--- config.mk ---
export PLATFORM = sky130hd
export DESIGN_NAME = simon_key_expand_flat
export DESIGN_NICKNAME = d
export VERILOG_FILES = /design/src/rtl/simon_key_expand_pkg.sv /design/src/rtl/simon_key_expand_if.sv /design/src/rtl/simon_key_expand_round_fn.sv /design/src/rtl/simon_key_expand.sv /design/src/flat_wrapper.sv
export SDC_FILE = /design/constraint.sdc
export NUM_CORES = 2
export LEC_CHECK = 0
export ABC_AREA = 1
export CORE_MARGIN = 8
export CORE_UTILIZATION = 35
export CTS_BUF_LIST = sky130_fd_sc_hd__clkbuf_4
export DETAILED_ROUTE_END_ITERATION = 8
export GPL_ROUTABILITY_DRIVEN = 0
export PLACE_DENSITY_LB_ADDON = 0.05
export SYNTH_ARGS = -nofsm -noshare
export SYNTH_HDL_FRONTEND = slang
export SYNTH_SLANG_ARGS = --single-unit
--- constraint.sdc ---
create_clock -name clk -period 7.4 [get_ports clk]
set_clock_uncertainty 0.05 [all_clocks]
set_input_delay 1.85 -clock clk [delete_from_list [all_inputs] [get_ports clk]]
set_output_delay 1.85 -clock clk [all_outputs]
set_load 0.005 [all_outputs]
--- src/rtl/simon_key_expand_pkg.sv ---
// Shared types and constants for the Simon32/64 key-schedule unit.
// Holds the z0 sequence, the round constant and the rotate helper used by the round function.
package simon_key_expand_pkg;

  localparam int SIMON_WORD_W    = 16;
  localparam int SIMON_ROUNDS    = 32;
  localparam int SIMON_KEY_WORDS = 4;

  localparam logic [61:0] SIMON_Z0 =
    62'b11111010001001010110000111001101111101000100101011000011100110;

  // ~x ^ 16'h0003 folded into a single XOR constant
  localparam logic [15:0] SIMON_C = 16'hFFFC;

  typedef logic [SIMON_ROUNDS-1:0][SIMON_WORD_W-1:0] simon_rk_arr_t;

  typedef enum logic [1:0] {
    IDLE,
    EXPAND,
    DONE
  } simon_kx_state_t;

  // j counts from the most significant (leftmost) bit of the sequence
  function automatic logic z0_bit(input logic [4:0] j);
    return SIMON_Z0[6'd61 - {1'b0, j}];
  endfunction

  function automatic logic [15:0] ror16(input logic [15:0] x, input int unsigned s);
    return (x >> s) | (x << (16 - s));
  endfunction

endpackage

--- src/rtl/simon_key_expand_if.sv ---
// Key-load request and round-key file bundle between the key schedule and its consumers.
// The slave side is the key-schedule unit; the master side loads keys and reads round keys.
interface simon_key_expand_if;
  import simon_key_expand_pkg::*;

  logic [63:0]   key_in;
  logic          key_load;
  logic          key_busy;
  logic          key_valid;
  simon_rk_arr_t round_key;

  modport master (
    output key_in,
    output key_load,
    input  key_busy,
    input  key_valid,
    input  round_key
  );

  modport slave (
    input  key_in,
    input  key_load,
    output key_busy,
    output key_valid,
    output round_key
  );

endinterface

--- src/rtl/simon_key_expand_round_fn.sv ---
// Combinational Simon32/64 key-schedule step for m=4: produces k[i] from k[i-4], k[i-3], k[i-1]
// and the z0 sequence bit for index i-4.
module simon_key_expand_round_fn
  import simon_key_expand_pkg::*;
(
  input  logic [15:0] k_m4_i,
  input  logic [15:0] k_m3_i,
  input  logic [15:0] k_m1_i,
  input  logic        z_i,
  output logic [15:0] rk_o
);

  logic [15:0] t;

  assign t    = ror16(k_m1_i, 3) ^ k_m3_i;
  assign rk_o = SIMON_C ^ k_m4_i ^ t ^ ror16(t, 1) ^ {15'b0, z_i};

endmodule

--- src/rtl/simon_key_expand.sv ---
// Iterative Simon32/64 key expansion: loads a 64-bit master key, then writes one round key
// per cycle into a 32-entry register file that feeds the encryption pipeline directly.
module simon_key_expand
  import simon_key_expand_pkg::*;
#(
  parameter int WORD_W    = 16,
  parameter int ROUNDS    = 32,
  parameter int KEY_WORDS = 4
) (
  input  logic                     clk,
  input  logic                     rst,
  simon_key_expand_if.slave        kx
);

  localparam logic [4:0] CNT_START = 5'(KEY_WORDS);
  localparam logic [4:0] CNT_LAST  = 5'(ROUNDS - 1);

  simon_kx_state_t   state_q, state_d;
  logic [4:0]        cnt_q, cnt_d;
  simon_rk_arr_t     rk_q, rk_d;

  logic [WORD_W-1:0] src_m4, src_m3, src_m1, f_word;
  logic [4:0]        z_idx;
  logic              z_bit;

  // Read-mux of the three source words for the entry being written this cycle
  assign src_m4 = rk_q[cnt_q - 5'd4];
  assign src_m3 = rk_q[cnt_q - 5'd3];
  assign src_m1 = rk_q[cnt_q - 5'd1];
  assign z_idx  = cnt_q - 5'd4;
  assign z_bit  = z0_bit(z_idx);

  simon_key_expand_round_fn u_round_fn (
    .k_m4_i (src_m4),
    .k_m3_i (src_m3),
    .k_m1_i (src_m1),
    .z_i    (z_bit),
    .rk_o   (f_word)
  );

  always_comb begin
    state_d = state_q;
    cnt_d   = cnt_q;
    rk_d    = rk_q;
    case (state_q)
      IDLE, DONE: begin
        if (kx.key_load) begin
          for (int w = 0; w < KEY_WORDS; w++) begin
            rk_d[w] = kx.key_in[w*WORD_W +: WORD_W];
          end
          cnt_d   = CNT_START;
          state_d = EXPAND;
        end
      end
      EXPAND: begin
        // Loads are ignored here; the counter parks at the last index instead of wrapping
        rk_d[cnt_q] = f_word;
        if (cnt_q == CNT_LAST) begin
          state_d = DONE;
        end else begin
          cnt_d = cnt_q + 5'd1;
        end
      end
      default: state_d = IDLE;
    endcase
  end

  always_ff @(posedge clk) begin
    if (!rst) begin
      state_q <= IDLE;
      cnt_q   <= '0;
      rk_q    <= '0;
    end else begin
      state_q <= state_d;
      cnt_q   <= cnt_d;
      rk_q    <= rk_d;
    end
  end

  assign kx.key_busy  = (state_q == EXPAND);
  assign kx.key_valid = (state_q == DONE);
  assign kx.round_key = rk_q;

endmodule
--- src/flat_wrapper.sv ---
// flat-port wrapper written by rule: the top's interface ports become plain ports
module simon_key_expand_flat import simon_key_expand_pkg::*;
#(
  parameter int WORD_W    = 16,
  parameter int ROUNDS    = 32,
  parameter int KEY_WORDS = 4
)
  (clk, rst, kx_key_in, kx_key_load, kx_key_busy, kx_key_valid, kx_round_key);
  simon_key_expand_if kx_i ();
  input  logic clk;
  input  logic rst;
  input wire logic [$bits(kx_i.key_in)-1:0] kx_key_in;
  input wire logic [$bits(kx_i.key_load)-1:0] kx_key_load;
  output wire logic [$bits(kx_i.key_busy)-1:0] kx_key_busy;
  output wire logic [$bits(kx_i.key_valid)-1:0] kx_key_valid;
  output wire logic [$bits(kx_i.round_key)-1:0] kx_round_key;
  assign kx_i.key_in = kx_key_in;
  assign kx_i.key_load = kx_key_load;
  assign kx_key_busy = kx_i.key_busy;
  assign kx_key_valid = kx_i.key_valid;
  assign kx_round_key = kx_i.round_key;
  simon_key_expand #(.WORD_W(WORD_W), .ROUNDS(ROUNDS), .KEY_WORDS(KEY_WORDS)) u_core (.clk(clk), .rst(rst), .kx(kx_i));
endmodule
==> impl_metrics.ini <==
[sta]
hold_viol = 0
worst_slew_pin_slew_ps = 1340
period_needed_ps = 5470
relSlewSlack_pct = 10.7
timing.final.max_slew_violations = 0
finalSetupTns_ps = 0
max_freq_mhz = 183
setup_violations = 0
grt_setup_unrepaired = no
fin_crit_sh_pct = 74.0

[global_routing]
globalRoute.totalOverflow = 0
grt_first_pass_wirelength_um = 252000
globalRouteMet1Util_pct = 38.6
grtUsageMet3_pct = 7.64
grtUsageTotal_pct = 32.0
grt_pass1_vias = 37600
grt_antenna_before_repair = 4
grt_start_max_net_pins = 206
grt_most_used_layer = met2
groute.layer.met2.usage_pct = 52.3

[detailed_routing]
vias = 40500
detail-route-antenna-nets = 0
detail_route.vias_per_cell = 5.52
drt_drc_violations_left = 0
drt-wirelength-per-cell_um = 23.9
drt_first_iter_violations = 4412
totalWireLength_um = 175000
firstDrtPassIters = 6

[setup_path]
timing.critical_path.to_type = flop
setup.worst_path.start = u_core.cnt_q[0]
critical_path.reg2reg.endpoint = u_core.kx.round_key[246]
cp_data_arrival_time_ps = 6450
critPathRequiredTime_ps = 8380
worstPathBufferInverterCount = 6
crit_family = simple AND/OR/NAND/NOR gates
worstPathMaxFanout = 135
setup.worst_path.start_class = flop
critical_path_cell_count = 17
r2r-start = u_core.cnt_q[0]
r2r_setup_slack_ps = 1930
timing.reg2reg.worst_path_depth = 17
cp_slowest_cell = dfxtp_4
critical_path.max_stage_delay_ps = 840
crit_path_cell_trace = inv_8 > ha_4 > inv_8 > buf_12 > nand2_1 > nand3_1 > nand3_1 > nand3_1 > nand2_1 > inv_1 > nand2_1 > nand2_1 > inv_2 > nand3_2 > nand3_1 > nand2_1 > inv_1
critical_path_class = reg -> reg
endpoint = u_core.kx.round_key[246]
timing.critical_path.mode_cell = nand2_1

[logic_synthesis]
syn-mean-instance-area_um2 = 5.89
ys_async_sr_fraction_pct = 0
yosysTopAreaCellShare_pct = 31.5
synth.ff_latch_count = 519
synth_top_cells_by_count = nand2_1, nand3_1, o21ai_0, a21oi_1, dfxtp_1
synth_area_mm2 = 0.0330
post_synth_inst_count = 5594
synth_edf_count = 0
sequential_share_of_the_synthesized_area_pct = 31.5
yosys.cell_types.count = 34
mappedNetlistNets = 5677
synth_top_area_cell = dfxtp_1
synthFlopType = dfxtp_1
synth_warnings = 0
synthMostInstantiatedCell = nand2_1
post_synth_main_area_contributors = dfxtp_1, nand2_1, nand3_1

[cts]
cts_htree_levels = 4
cts.sink_count = 519
cts_max_path_buffers = 3
cts.repair_timing.setup_buffer_count = 0
cts_tree = yes
insertion_delay_ps = 1120
root_buffer = clkbuf_4
hold_buffers = 0
postCtsResizedCells = 0
cts_made_buffers = 157
cts.clk_slew.worst_paths_ps = 70

[worst_hold_path]
worst_hold_path_type = reg -> reg

[placement]
number_of_placed_instances_taps_included = 7050
placed_area_mm2 = 0.0394
detailedPlacementHpwl_um = 122000
place.port_buffers = 580

[power]
static-leakage-power_uw = 0.0169
irDropWorstVdd_mv = 0.187
power_density_mw_per_mm2 = 216

[outcome]
run_status = complete, no violations

[die]
core.rowCount = 112
die_h_um = 323
io_pins = 581
area_of_the_die_mm2 = 0.104
die_width_um = 323
starting_density_pct = 35.3
placeableCoreArea_mm2 = 0.0933

[cells_and_area]
final_nets = 6038
design_area_mm2 = 0.0413
fill_cells = 10100
final_cell_count_no_fill = 7329
drive_gt1_share_pct = 7.23
area_added_between_synthesis_and_finish_pct = 25.4

[run]
drv_cap = 0
-- metal layers --
metal  up-vias  part of all wire [%]
li1      19200                     -
met1     18900                    39
met2      1920                    46
met3       432                   8.9
met4         0                   5.7
met5         -                     0
-- worst min-delay path, cell delays in order, from the launching register on --
cell	delay, ps
dfxtp_1	330
inv_1	60
a21oi_1	60
nand2_1	60
inv_1	30
-- metrics by stage --
stage / utilization (%) / total power, uW / setup slack, ps / hold WS, ps
2_1_floorplan: - / 4870 / 3870 / 476
3_3_place_gp: 42.2 / 6050 / 2220 / 514
3_5_place_dp: 42.2 / 6050 / 2120 / 519
4_1_cts: 44.3 / 8940 / 2090 / 530
5_1_grt: 44.3 / 9320 / 1660 / 547
6_report: 44.3 / 8940 / 1930 / 529
-- state kept, by name, indices dropped and copies added (netlist names) --
| register | cells |
|---|---|
| u_core.kx.round_key | 512 |
| u_core.state_q | 2 |
| u_core.cnt_q | 5 |
-- cell usage in the layout, fill, tap and decap left out, types with 2 or more instances in the layout --
master,n
inv_4,2
nand3_2,15
o21ai_1,21
inv_1,341
inv_8,2
bufinv_16,2
dfxtp_1,516
buf_4,69
xnor2_2,2
nand3_1,978
xor2_4,6
clkbuf_4,230
dfxtp_4,3
o21ai_0,562
inv_2,22
nand2_1,1786
nand2_2,23
a21oi_1,550
clkinv_1,27
nand2_4,2
clkinvlp_4,2
nor2_2,28
nand4_1,2
ha_1,15
diode_2,7
o21ai_2,4
o211ai_1,22
nor2_1,181
clkinv_2,6
clkdlybuf4s50_1,579
buf_12,10
nor2_4,4
a31oi_1,41
nor3_1,6
-- how the worst min path moves through the flow --
stage,slack (ps),cells past startpoint,endpoint,startpoint
final,530,4,u_core.kx.round_key[422],u_core.kx.round_key[422]
after global routing,550,2,u_core.kx.round_key[280],u_core.kx.round_key[280]
after CTS,530,4,u_core.kx.round_key[422],u_core.kx.round_key[422]
after detailed placement,520,4,u_core.kx.round_key[475],u_core.kx.round_key[475]
after global placement,510,2,u_core.kx.round_key[280],u_core.kx.round_key[280]
after floorplan,480,4,u_core.state_q[1],u_core.state_q[1]
-- where the power goes --
part	internal (uW)	leakage, uW	switching, uW
Combinational	677	0.0115	2480
Sequential	2840	0.00419	63.4
Clock	1480	0.00118	1400
-- area by class of cell --
| class | count | area, um^2 | area share, % |
|---|---|---|---|
| Clock inverter | 42 | 229 | 0.554 |
| Clock buffer | 230 | 1730 | 4.18 |
| Inverter | 363 | 1380 | 3.35 |
| Antenna cell | 7 | 17.5 | 0.0424 |
| Tap cell | 1254 | 1570 | 3.80 |
| Sequential cell | 519 | 10400 | 25.2 |
| Timing Repair Buffer | 659 | 6530 | 15.8 |
| Multi-Input combinational cell | 4255 | 19500 | 47.1 |
-- logic make-up (layout without fill, tap and decap cells) --
kind of cell / count (synthesis) / after routing / share of synthesized area [%]
other: 0 / 7 / 0
flip-flops: 519 / 519 / 31.5
AND/OR/NAND/NOR: 3027 / 3027 / 38.7
buffers and inverters: 820 / 1294 / 10.1
AO/OA/AOI/OAI: 1202 / 1202 / 18.6
XOR/XNOR: 10 / 10 / 0.414
adder cells (fa/ha/maj): 16 / 16 / 0.607
(Power assumes the default switching activity.)
